<file path="config.mk">
export PLATFORM = sky130hd
export DESIGN_NAME = bus_terminal_fifo
export DESIGN_NICKNAME = d
export VERILOG_FILES = /design/src/rtl/bus_term_pkg.sv /design/src/rtl/bus_term_sync_fifo.sv /design/src/rtl/bus_terminal_fifo.sv
export SDC_FILE = /design/constraint.sdc
export NUM_CORES = 1
export LEC_CHECK = 0
export BUFFER_PORTS_ARGS = -buffer_cell sky130_fd_sc_hd__buf_2
export CORE_UTILIZATION = 65
export DETAILED_ROUTE_END_ITERATION = 10
export GPL_TIMING_DRIVEN = 0
export PLACE_DENSITY = 0.85
export SLEW_MARGIN = 20
export SYNTH_ARGS = -nofsm -noshare
export SYNTH_HDL_FRONTEND = slang
export SYNTH_SLANG_ARGS = --single-unit
</file>
<file path="constraint.sdc">
create_clock -name clk -period 6.5 [get_ports clk]
set_clock_uncertainty 0.15 [all_clocks]
set_input_delay 1.3 -clock clk [delete_from_list [all_inputs] [get_ports clk]]
set_output_delay 1.3 -clock clk [all_outputs]
set_load 0.02 [all_outputs]
</file>
<file path="src/rtl/bus_term_pkg.sv">
// -----------------------------------------------------------------------------
// bus_term_pkg
// Shared constants, types and small helpers for the bus terminal adapter.
//   ID_W       width of the destination ID that heads every packet
//   pkt16_t    view of a default-width (16-bit) packet: {dest, payload}
//   cnt_width  occupancy counter width for a FIFO of a given depth
//   ptr_width  read/write pointer width for a FIFO of a given depth
//   dest_id    extracts D[pkt_w-1 -: ID_W] from a packet of width pkt_w
// -----------------------------------------------------------------------------
package bus_term_pkg;

    localparam int ID_W      = 8;
    localparam int PKT_MAX_W = 64;

    typedef logic [PKT_MAX_W-1:0] pkt_max_t;

    typedef struct packed {
        logic [ID_W-1:0] dest;
        logic [7:0]      payload;
    } pkt16_t;

    // Counter must be able to hold the value 'depth' itself, hence depth+1.
    function automatic int cnt_width(input int depth);
        return $clog2(depth + 1);
    endfunction

    function automatic int ptr_width(input int depth);
        return (depth > 1) ? $clog2(depth) : 1;
    endfunction

    // Packets narrower than PKT_MAX_W are passed zero-extended.
    function automatic logic [ID_W-1:0] dest_id(input pkt_max_t pkt, input int pkt_w);
        pkt_max_t shifted;
        shifted = pkt >> (pkt_w - ID_W);
        return shifted[ID_W-1:0];
    endfunction

endpackage

</file>
<file path="src/rtl/bus_term_sync_fifo.sv">
// -----------------------------------------------------------------------------
// bus_term_sync_fifo
// Single-clock first-word-fall-through FIFO used for both the TX and RX
// directions of a bus terminal.
//   clk, reset   clock, asynchronous active-low reset
//   wr_en        write strobe; accepted when not full, or when full and a
//                read happens in the same cycle
//   wr_data      data to write
//   rd_en        read strobe; ignored when empty
//   rd_data      head entry (combinational from storage, valid when not_empty)
//   not_empty    registered count != 0
//   full         registered count == depth
//   count        occupancy
//   ovf          one-cycle pulse after a dropped write
// depth must be a power of two (>= 2) so the pointers wrap naturally.
// -----------------------------------------------------------------------------
module bus_term_sync_fifo
    import bus_term_pkg::*;
#(
    parameter  int width = 16,
    parameter  int depth = 8,
    localparam int CW    = cnt_width(depth),
    localparam int PW    = ptr_width(depth)
) (
    input  logic             clk,
    input  logic             reset,
    input  logic             wr_en,
    input  logic [width-1:0] wr_data,
    input  logic             rd_en,
    output logic [width-1:0] rd_data,
    output logic             not_empty,
    output logic             full,
    output logic [CW-1:0]    count,
    output logic             ovf
);

    localparam logic [CW-1:0] FULL_COUNT = CW'(depth);

    logic [width-1:0] mem_q [depth];
    logic [width-1:0] mem_d [depth];
    logic [PW-1:0]    wr_ptr_q, wr_ptr_d;
    logic [PW-1:0]    rd_ptr_q, rd_ptr_d;
    logic [CW-1:0]    count_q, count_d;
    logic             ovf_q, ovf_d;
    logic             rd_fire;
    logic             wr_fire;

    always_comb begin
        // NOTE: every variable gets a default first so no path leaves it
        // unassigned; otherwise synthesis infers a latch.
        mem_d    = mem_q;
        wr_ptr_d = wr_ptr_q;
        rd_ptr_d = rd_ptr_q;
        count_d  = count_q;

        // A read on an empty FIFO is ignored; a read on a full FIFO frees the
        // slot that a same-cycle write then reuses.
        rd_fire = rd_en && (count_q != '0);
        wr_fire = wr_en && ((count_q != FULL_COUNT) || rd_fire);

        if (wr_fire) begin
            mem_d[wr_ptr_q] = wr_data;
            wr_ptr_d        = wr_ptr_q + PW'(1);
        end
        if (rd_fire) begin
            rd_ptr_d = rd_ptr_q + PW'(1);
        end

        if (wr_fire && !rd_fire) begin
            count_d = count_q + CW'(1);
        end else if (!wr_fire && rd_fire) begin
            count_d = count_q - CW'(1);
        end

        ovf_d = wr_en && !wr_fire;
    end

    always_ff @(posedge clk or negedge reset) begin
        if (!reset) begin
            // NOTE: storage is reset too, so the fall-through head reads 0
            // (never X) right after reset, including a mid-operation reset.
            for (int i = 0; i < depth; i++) begin
                mem_q[i] <= '0;
            end
            wr_ptr_q <= '0;
            rd_ptr_q <= '0;
            count_q  <= '0;
            ovf_q    <= 1'b0;
        end else begin
            // NOTE: non-blocking assignments so every flop samples the
            // pre-edge value of its inputs, independent of statement order.
            mem_q    <= mem_d;
            wr_ptr_q <= wr_ptr_d;
            rd_ptr_q <= rd_ptr_d;
            count_q  <= count_d;
            ovf_q    <= ovf_d;
        end
    end

    assign rd_data   = mem_q[rd_ptr_q];
    assign not_empty = (count_q != '0);
    assign full      = (count_q == FULL_COUNT);
    assign count     = count_q;
    assign ovf       = ovf_q;

endmodule

</file>
<file path="src/rtl/bus_terminal_fifo.sv">
// -----------------------------------------------------------------------------
// bus_terminal_fifo
// Per-terminal adapter between one device and one terminal of the bus
// generator/arbiter. One instance per terminal.
//   TX: device writes with tx_push/tx_data; the bus sees pndng/D_pop (head,
//       fall-through) and consumes it with pop.
//   RX: the bus delivers with push/D_push; the device sees rx_pndng/rx_data
//       and consumes with rx_pop.
// Ports
//   clk, reset            clock, asynchronous active-low reset
//   tx_push, tx_data      device enqueue
//   tx_full, tx_count     TX status
//   pndng, D_pop, pop     bus side of the TX FIFO
//   push, D_push          bus side of the RX FIFO
//   rx_pop, rx_data       device side of the RX FIFO
//   rx_pndng, rx_count    RX status
//   tx_ovf, rx_ovf        one-cycle pulse after a dropped write
// Optional build macro BUS_TERM_STATS_EN adds:
//   tx_drop_cnt, rx_drop_cnt  saturating 16-bit counts of ovf pulses
//   tx_pop_err                one-cycle pulse after a bus pop on empty TX
// Packets pass through untouched; the destination field D[pckg_sz-1 -: 8]
// is not interpreted here.
// -----------------------------------------------------------------------------
module bus_terminal_fifo
    import bus_term_pkg::*;
#(
    parameter  int pckg_sz = 16,
    parameter  int depth   = 8,
    localparam int CW      = cnt_width(depth)
) (
    input  logic               clk,
    input  logic               reset,
    input  logic               tx_push,
    input  logic [pckg_sz-1:0] tx_data,
    output logic               tx_full,
    output logic [CW-1:0]      tx_count,
    output logic               pndng,
    output logic [pckg_sz-1:0] D_pop,
    input  logic               pop,
    input  logic               push,
    input  logic [pckg_sz-1:0] D_push,
    input  logic               rx_pop,
    output logic [pckg_sz-1:0] rx_data,
    output logic               rx_pndng,
    output logic [CW-1:0]      rx_count,
    output logic               tx_ovf,
    output logic               rx_ovf
`ifdef BUS_TERM_STATS_EN
    ,
    output logic [15:0]        tx_drop_cnt,
    output logic [15:0]        rx_drop_cnt,
    output logic               tx_pop_err
`endif
);

    bus_term_sync_fifo #(
        .width (pckg_sz),
        .depth (depth)
    ) u_tx_fifo (
        .clk       (clk),
        .reset     (reset),
        .wr_en     (tx_push),
        .wr_data   (tx_data),
        .rd_en     (pop),
        .rd_data   (D_pop),
        .not_empty (pndng),
        .full      (tx_full),
        .count     (tx_count),
        .ovf       (tx_ovf)
    );

    // RX full status is not exported; a bus push into a full RX FIFO is
    // reported only through rx_ovf.
    logic rx_full_unused;

    bus_term_sync_fifo #(
        .width (pckg_sz),
        .depth (depth)
    ) u_rx_fifo (
        .clk       (clk),
        .reset     (reset),
        .wr_en     (push),
        .wr_data   (D_push),
        .rd_en     (rx_pop),
        .rd_data   (rx_data),
        .not_empty (rx_pndng),
        .full      (rx_full_unused),
        .count     (rx_count),
        .ovf       (rx_ovf)
    );

`ifdef BUS_TERM_STATS_EN
    logic [15:0] tx_drop_cnt_q, tx_drop_cnt_d;
    logic [15:0] rx_drop_cnt_q, rx_drop_cnt_d;
    logic        tx_pop_err_q,  tx_pop_err_d;

    always_comb begin
        tx_drop_cnt_d = tx_drop_cnt_q;
        rx_drop_cnt_d = rx_drop_cnt_q;
        // Counters follow the registered ovf pulses, so they lag them by one
        // cycle; they stick at all-ones instead of wrapping.
        if (tx_ovf && (tx_drop_cnt_q != 16'hFFFF)) begin
            tx_drop_cnt_d = tx_drop_cnt_q + 16'd1;
        end
        if (rx_ovf && (rx_drop_cnt_q != 16'hFFFF)) begin
            rx_drop_cnt_d = rx_drop_cnt_q + 16'd1;
        end
        tx_pop_err_d = pop && !pndng;
    end

    always_ff @(posedge clk or negedge reset) begin
        if (!reset) begin
            tx_drop_cnt_q <= '0;
            rx_drop_cnt_q <= '0;
            tx_pop_err_q  <= 1'b0;
        end else begin
            tx_drop_cnt_q <= tx_drop_cnt_d;
            rx_drop_cnt_q <= rx_drop_cnt_d;
            tx_pop_err_q  <= tx_pop_err_d;
        end
    end

    assign tx_drop_cnt = tx_drop_cnt_q;
    assign rx_drop_cnt = rx_drop_cnt_q;
    assign tx_pop_err  = tx_pop_err_q;
`endif

endmodule
</file>
## After elaboration in Yosys (flattened, before gate mapping)

Index checks and enable logic that the tools add are counted.

- Register bits after elaboration: 278
- Latch bits: 0
- Memory bits (writable): 0
- ROM bits: 0
- Input bits: 38
- Output and inout port bits: 45
- Word-level logic and storage cells: 83
- Memories kept: 0

- $add $sub $neg: 8
- Multiply operators: 0
- Divide/modulo/power cells: 0
- Magnitude comparators: 6
- Equal/unequal tests: 3
- Shift-type cells: 0
- Muxes and demuxes: 16
- Bitwise logic cells: 4
- Reduce and logical (&&, ||, !) cells: 22

Operator list:

| kind | number |
|---|---|
| bitwise mux 128 bit | 2 |
| binary-select mux 16 bit (select 3 bit) | 2 |
| demux 16 bit (select 3 bit) | 2 |
| 2-to-1 mux 16 bit | 6 |
| >= comparator 4 bit, second input constant | 4 |
| 2-to-1 mux 4 bit | 4 |
| NOT 3 -> 4 bit | 4 |
| adder 3 x 1 -> 3 bit, second input constant | 4 |
| logical AND 1 bit | 12 |
| adder 4 x 1 -> 4 bit, second input constant | 2 |
| less-than comparator 4 x 1 -> 1 bit, second input constant | 2 |
| != test 4 bit, second input constant | 2 |
| nonzero test 4 bit | 2 |
| subtractor 4 x 1 -> 4 bit, second input constant | 2 |
| equality test 4 bit, second input constant | 1 |
| logical NOT 1 bit | 4 |
| nonzero test 2 bit | 2 |
| logical OR 1 bit | 2 |

## Depth between registers and ports, before layout

- Depth in word-level cells: 8
- Mapped depth: 11
- Mapped depth without buffers: 9

## By module

From an unflattened synthesis, not the netlist that was laid out.

- Cell total of the unflattened synthesis: 786
- Area total of the unflattened synthesis: 13237.7 um^2

By module, submodules not included:

| module | times used | cells each | area each (um^2) | seq. area each (um^2) |
|---|---|---|---|---|
| bus_term_sync_fifo | 2 | 393 | 6618.8 | 3478.3 |

## Worst setup path after synthesis

No wires, ideal clock.

- Path kind: input port to flip-flop
- From: input rx_pop
- To: register u_rx_fifo.count_q[3] (netlist: u_rx_fifo.count[3])
- Library setup time: 0.131 ns
- Data arrival time: 3.294 ns
- Data required time: 6.219 ns
- Setup slack: 2.925 ns
- Cell stages on the path: 10
- Buffers on the path: 1
- Cell sequence: nand2b_1 > clkbuf_1 > o21ai_0 > inv_1 > ha_1 > inv_1 > ha_1 > or4_1 > o211ai_1 > o211ai_1

- Cells in the longest elaborated chain, start to end: 6
- Elaborated cells between the ends (all ways): 9
- Classes of those cells: mux: 1; reduce/logical: 8

Ends and longest elaborated chain:

| item | line | text |
|---|---|---|
| start: declaration | bus_terminal_fifo.sv:42 | `input logic rx_pop,` |
| logical AND 1 bit (*) | bus_term_sync_fifo.sv:58 | `rd_fire = rd_en && (count_q != '0);` |
| logical OR 1 bit (*) | bus_term_sync_fifo.sv:59 | `wr_fire = wr_en && ((count_q != FULL_COUNT) \|\| rd_fire);` |
| logical AND 1 bit (*) | bus_term_sync_fifo.sv:59 |  |
| named net u_rx_fifo.wr_fire | bus_term_sync_fifo.sv:46 | `logic wr_fire;` |
| logical NOT 1 bit | bus_term_sync_fifo.sv:71 | `end else if (!wr_fire && rd_fire) begin` |
| logical AND 1 bit | bus_term_sync_fifo.sv:71 |  |
| nonzero test 2 bit (no line) | -- |  |
| end signal: assignment | bus_term_sync_fifo.sv:95 | `count_q <= count_d;` |
| end: declaration | bus_term_sync_fifo.sv:43 | `logic [CW-1:0] count_q, count_d;` |

The timed path passes the listed nets; every way through them passes the cells marked *.
A chain may end at the register's enable or synchronous reset.

## Worst setup path after layout

- From: register u_tx_fifo.rd_ptr_q[1]
- To: output D_pop[5]

- Cells in the longest elaborated chain, start to end: 4

Ends and longest elaborated chain:

| item | line | text |
|---|---|---|
| start: declaration | bus_term_sync_fifo.sv:42 | `logic [PW-1:0] rd_ptr_q, rd_ptr_d;` |
| start signal: assignment | bus_term_sync_fifo.sv:94 | `rd_ptr_q <= rd_ptr_d;` |
| NOT 3 -> 4 bit (implied by the code) | bus_term_sync_fifo.sv:100 | `assign rd_data = mem_q[rd_ptr_q];` |
| binary-select mux 16 bit (select 3 bit) | bus_term_sync_fifo.sv:100 |  |
| 2-to-1 mux 16 bit (implied by the code) (2 in a row) | bus_term_sync_fifo.sv:100 |  |
| end: declaration | bus_terminal_fifo.sv:38 | `output logic [pckg_sz-1:0] D_pop,` |

No other way between the ends. The select of a mux whose other input is x is not followed.

==> metrics.txt <==
# TYPE chip_impl_metric gauge
chip_impl_metric{name="synth.yosys.warnings",unit=""} 0
chip_impl_metric{name="cts_buffers",unit=""} 29
chip_impl_metric{name="boundaryPins",unit=""} 83
chip_impl_metric{name="synthesis.area",unit="sq mm"} 0.01304
chip_impl_info{name="synth.largest_area_cell",value="sky130_fd_sc_hd__dfrtp_1"} 1
chip_impl_metric{name="worst_skew_pair_latency",unit="ps"} 530
chip_impl_metric{name="wl_per_cell",unit="um"} 23.16
chip_impl_info{name="whs_endpoint",value="u_tx_fifo.mem_q[25]"} 1
chip_impl_info{name="rr_endpoint",value="u_tx_fifo.count[3]"} 1
chip_impl_metric{name="post-layout-total-power",unit="mW"} 8.491
chip_impl_info{name="synth.cells.most_frequent",value="278 x sky130_fd_sc_hd__dfrtp_1, 263 x sky130_fd_sc_hd__mux2_2, 64 x sky130_fd_sc_hd__mux4_2"} 1
chip_impl_info{name="rsz_0062_raised_after_global_routing",value="false"} 1
chip_impl_metric{name="place.gp.congestion",unit=""} 0.7968
chip_impl_metric{name="layout_fillers",unit=""} 1184
chip_impl_metric{name="power.density_cell_area",unit="mW/mm^2"} 574.9
chip_impl_info{name="yosysMostFrequentCell",value="sky130_fd_sc_hd__dfrtp_1"} 1
chip_impl_metric{name="synth_sequential_area_ratio",unit=""} 0.5334
chip_impl_metric{name="achievable-frequency",unit="GHz"} 0.2365
chip_impl_metric{name="leakagePower",unit="nW"} 6.449
chip_impl_metric{name="postCtsSetupRepairBufs",unit=""} 0
chip_impl_metric{name="vias_in_the_first_global_route",unit=""} 8241
chip_impl_metric{name="hold_violations",unit=""} 0
chip_impl_metric{name="core-area",unit="sq mm"} 0.01959
chip_impl_info{name="synthTopCellsByArea",value="sky130_fd_sc_hd__dfrtp_1 53%, sky130_fd_sc_hd__mux2_2 23%, sky130_fd_sc_hd__mux4_2 11%, sky130_fd_sc_hd__mux2_4 3.5%, sky130_fd_sc_hd__ha_1 0.96%"} 1
chip_impl_metric{name="synth_nets",unit=""} 842
chip_impl_info{name="timing.rr.start",value="u_tx_fifo.count[0]"} 1
chip_impl_metric{name="ir_drop",unit="mV"} 0.4370
chip_impl_metric{name="clkSlewWorstSetupHoldPaths",unit="ps"} 60
chip_impl_metric{name="drt_initial_violations",unit=""} 350
chip_impl_metric{name="floorplan.die.width",unit="um"} 143.7
chip_impl_info{name="critical_path.most_common_cell",value="sky130_fd_sc_hd__clkbuf_1"} 1
chip_impl_metric{name="drt-pass1-iter-count",unit=""} 4
chip_impl_metric{name="grt_start_max_net_pins",unit=""} 105
chip_impl_metric{name="design.die.area",unit="sq mm"} 0.02064
chip_impl_info{name="critPathKind",value="register to primary output"} 1
chip_impl_metric{name="initial_antenna_violation_count",unit=""} 2
chip_impl_metric{name="cts-htree-levels",unit=""} 1
chip_impl_metric{name="antenna_left",unit=""} 0
chip_impl_info{name="grt-busiest-layer",value="met2"} 1
chip_impl_metric{name="pre_cts_ws",unit="ps"} 2488
chip_impl_metric{name="met3_use_gr",unit=""} 0.04299
chip_impl_metric{name="global_route.overflow_total",unit=""} 0
chip_impl_metric{name="clk_path_buf_depth",unit=""} 3
chip_impl_metric{name="cts_sinks",unit=""} 278
chip_impl_metric{name="ctsResizeCount",unit=""} 0
chip_impl_info{name="outcome",value="finished clean"} 1
chip_impl_metric{name="drc_errors",unit=""} 0
chip_impl_info{name="setup_crit_start_kind",value="register"} 1
chip_impl_metric{name="cap_violations",unit=""} 0
chip_impl_metric{name="worst_case_reg_to_reg_path_depth",unit=""} 11
chip_impl_metric{name="worst-path-max-fanout",unit=""} 10
chip_impl_metric{name="post-route-min-period",unit="ps"} 4229
chip_impl_info{name="worstPathCellList",value="clkbuf_1 -> clkbuf_1 -> mux4_2 -> mux2_2 -> buf_2"} 1
chip_impl_metric{name="vias_per_cell",unit=""} 6.266
chip_impl_metric{name="worst-r2r-setup-slack",unit="ps"} 2860
chip_impl_metric{name="postCtsHoldBufs",unit=""} 0
chip_impl_metric{name="placement.io_buffers",unit=""} 82
chip_impl_metric{name="setup_total_neg_slack",unit="ps"} 0
chip_impl_metric{name="synth.distinct_cells",unit=""} 40
chip_impl_info{name="critical-path-slowest-cell",value="sky130_fd_sc_hd__clkbuf_1"} 1
chip_impl_metric{name="dp_hpwl",unit="mm"} 17.94
chip_impl_metric{name="period_share",unit=""} 0.6506
chip_impl_metric{name="synth_top_cell_area_share",unit=""} 0.5334
chip_impl_info{name="clock_tree_from_tritoncts",value="done"} 1
chip_impl_metric{name="maxSlewHeadroom",unit=""} 0.3323
chip_impl_info{name="hold_start",value="u_tx_fifo.mem_q[25]"} 1
chip_impl_metric{name="use_met1",unit=""} 0.3576
chip_impl_metric{name="syn_area_per_cell",unit="sq um"} 16.47
chip_impl_metric{name="fraction_of_registers_with_async_set_or_reset_after_synthesis",unit=""} 1.000
chip_impl_metric{name="setup_ws",unit="ps"} 2271
chip_impl_metric{name="timing.final.max_slew_violations",unit=""} 0
chip_impl_metric{name="die_height",unit="um"} 143.7
chip_impl_metric{name="initial_core_util",unit=""} 0.6658
chip_impl_metric{name="worst_ep_arrival_time",unit="ps"} 2780
chip_impl_metric{name="vias",unit=""} 7488
chip_impl_metric{name="grt_first_pass_wirelength",unit="mm"} 44.10
chip_impl_metric{name="globalRouteMet2Util",unit=""} 0.5084
chip_impl_metric{name="timing.final.setup_violations",unit=""} 0
chip_impl_metric{name="crit_path_max_incr_delay",unit="ps"} 670
chip_impl_info{name="worst_hold_path_type",value="register to register"} 1
chip_impl_metric{name="num_rows",unit=""} 51
chip_impl_metric{name="synthCells",unit=""} 792
chip_impl_metric{name="synth-seq-cells",unit=""} 278
chip_impl_metric{name="post_route_cells_drive_above_1_share",unit=""} 0.5631
chip_impl_metric{name="timing.critical_path.required",unit="ps"} 5050
chip_impl_metric{name="hold_path_depth",unit=""} 1
chip_impl_metric{name="gr-usage-all-layers",unit=""} 0.2841
chip_impl_metric{name="slew_at_the_pin_with_the_worst_max_slew_slack",unit="ps"} 1002
chip_impl_metric{name="hold_slack",unit="ps"} 349.3
chip_impl_metric{name="wl",unit="mm"} 27.67
chip_impl_metric{name="synth-edff-count",unit=""} 0
chip_impl_info{name="cts.root.buffer_cell",value="sky130_fd_sc_hd__clkbuf_16"} 1
chip_impl_info{name="synth_flop_cell",value="sky130_fd_sc_hd__dfrtp_1"} 1
chip_impl_metric{name="num-nets-final",unit=""} 957
chip_impl_metric{name="area.growth.synth_to_final",unit="%"} 13.24
chip_impl_info{name="worstSetupEndpointType",value="primary output"} 1
cells in the final DEF, fill, tap and decap left out, types with 7 or more instances in the layout:
cell type                     n
sky130_fd_sc_hd__inv_1        7
sky130_fd_sc_hd__mux4_2      64
sky130_fd_sc_hd__buf_2       99
sky130_fd_sc_hd__o211ai_1     7
sky130_fd_sc_hd__mux2_4      30
sky130_fd_sc_hd__clkbuf_16   29
sky130_fd_sc_hd__clkbuf_1    33
sky130_fd_sc_hd__ha_1        10
sky130_fd_sc_hd__mux2_2     263
sky130_fd_sc_hd__a21oi_1      8
sky130_fd_sc_hd__dfrtp_1    278
sky130_fd_sc_hd__xnor2_1     12
registers in the layout, summed over array words and instances, names as in the netlist:
register	flops
u_rx_fifo.count	4
u_rx_fifo.mem_q	128
u_rx_fifo.ovf	1
u_rx_fifo.rd_ptr_q	3
u_rx_fifo.wr_ptr_q	3
u_tx_fifo.count	4
u_tx_fifo.mem_q	128
u_tx_fifo.ovf	1
u_tx_fifo.rd_ptr_q	3
u_tx_fifo.wr_ptr_q	3
report_power, final:
part | total [mW] | internal, mW | switching (mW)
clock network | 1.59 | 0.944 | 0.651
registers | 3.10 | 2.61 | 0.488
logic | 3.80 | 2.07 | 1.73
total | 8.49 | 5.62 | 2.87
worst max-delay path, delay by kind of cell (launching register included):
| kind | cells | cell delay (ps) |
|---|---|---|
| buf+inv | 3 | 1140 |
| mux | 2 | 740 |
| flops | 1 | 370 |
per-layer routing:
metal / wire length [um] / up-vias
met4: 597 / 0
met5: 0 / -
met3: 1071 / 49
li1: - / 3233
met2: 14720 / 169
met1: 11280 / 4037
worst max path at each step:
stage | cells past startpoint | from | end | slack (ps)
after CTS | 5 | u_rx_fifo.rd_ptr_q[0] | rx_data[6] | 2250
after global routing | 5 | u_tx_fifo.rd_ptr_q[0] | D_pop[5] | 2130
final | 5 | u_tx_fifo.rd_ptr_q[1] | D_pop[5] | 2270
after global placement | 1 | reset | u_tx_fifo.mem_q[12] | -510
after detailed placement | 10 | pop | u_tx_fifo.count[3] | 2490
after floorplan | 10 | rx_pop | u_rx_fifo.count[3] | 2930
cell type report:
cell class                      count  area [sq um]  share of cell area
Sequential cell                   278          6957              0.4710
Multi-Input combinational cell    456          5748              0.3892
Clock buffer                       43         818.3             0.05540
Timing Repair Buffer               84         475.5             0.03219
Tap cell                          265         331.6             0.02245
Buffer                             51         311.5             0.02109
Clock inverter                      8         93.84            0.006354
Inverter                            7         26.28            0.001779
Antenna cell                        3         7.507           0.0005083
logic make-up (layout without fill, tap and decap cells):
logic type,count (synthesis),after routing,share of synthesized area
xor gates and xnor gates,12,12,0.008058
muxes,360,360,0.3745
adders and majority gates,12,12,0.01266
other,0,3,0
buffers and inverters,58,193,0.02590
and+or+nand+nor,38,38,0.01823
DFF,278,278,0.5334
AOI/OAI and AO/OA,34,34,0.02724
stage by stage:
| stage | instance area, sq um | util | cells |
|---|---|---|---|
| after floorplan | 13040 | - | 792 |
| after global placement | 13780 | 0.7036 | 1139 |
| after detailed placement | 13850 | 0.7070 | 1141 |
| after CTS | 14760 | 0.7535 | 1192 |
| after global routing | 14770 | 0.7538 | 1194 |
| final | 14770 | 0.7539 | 1195 |
Power figures use the tool's default switching activity.
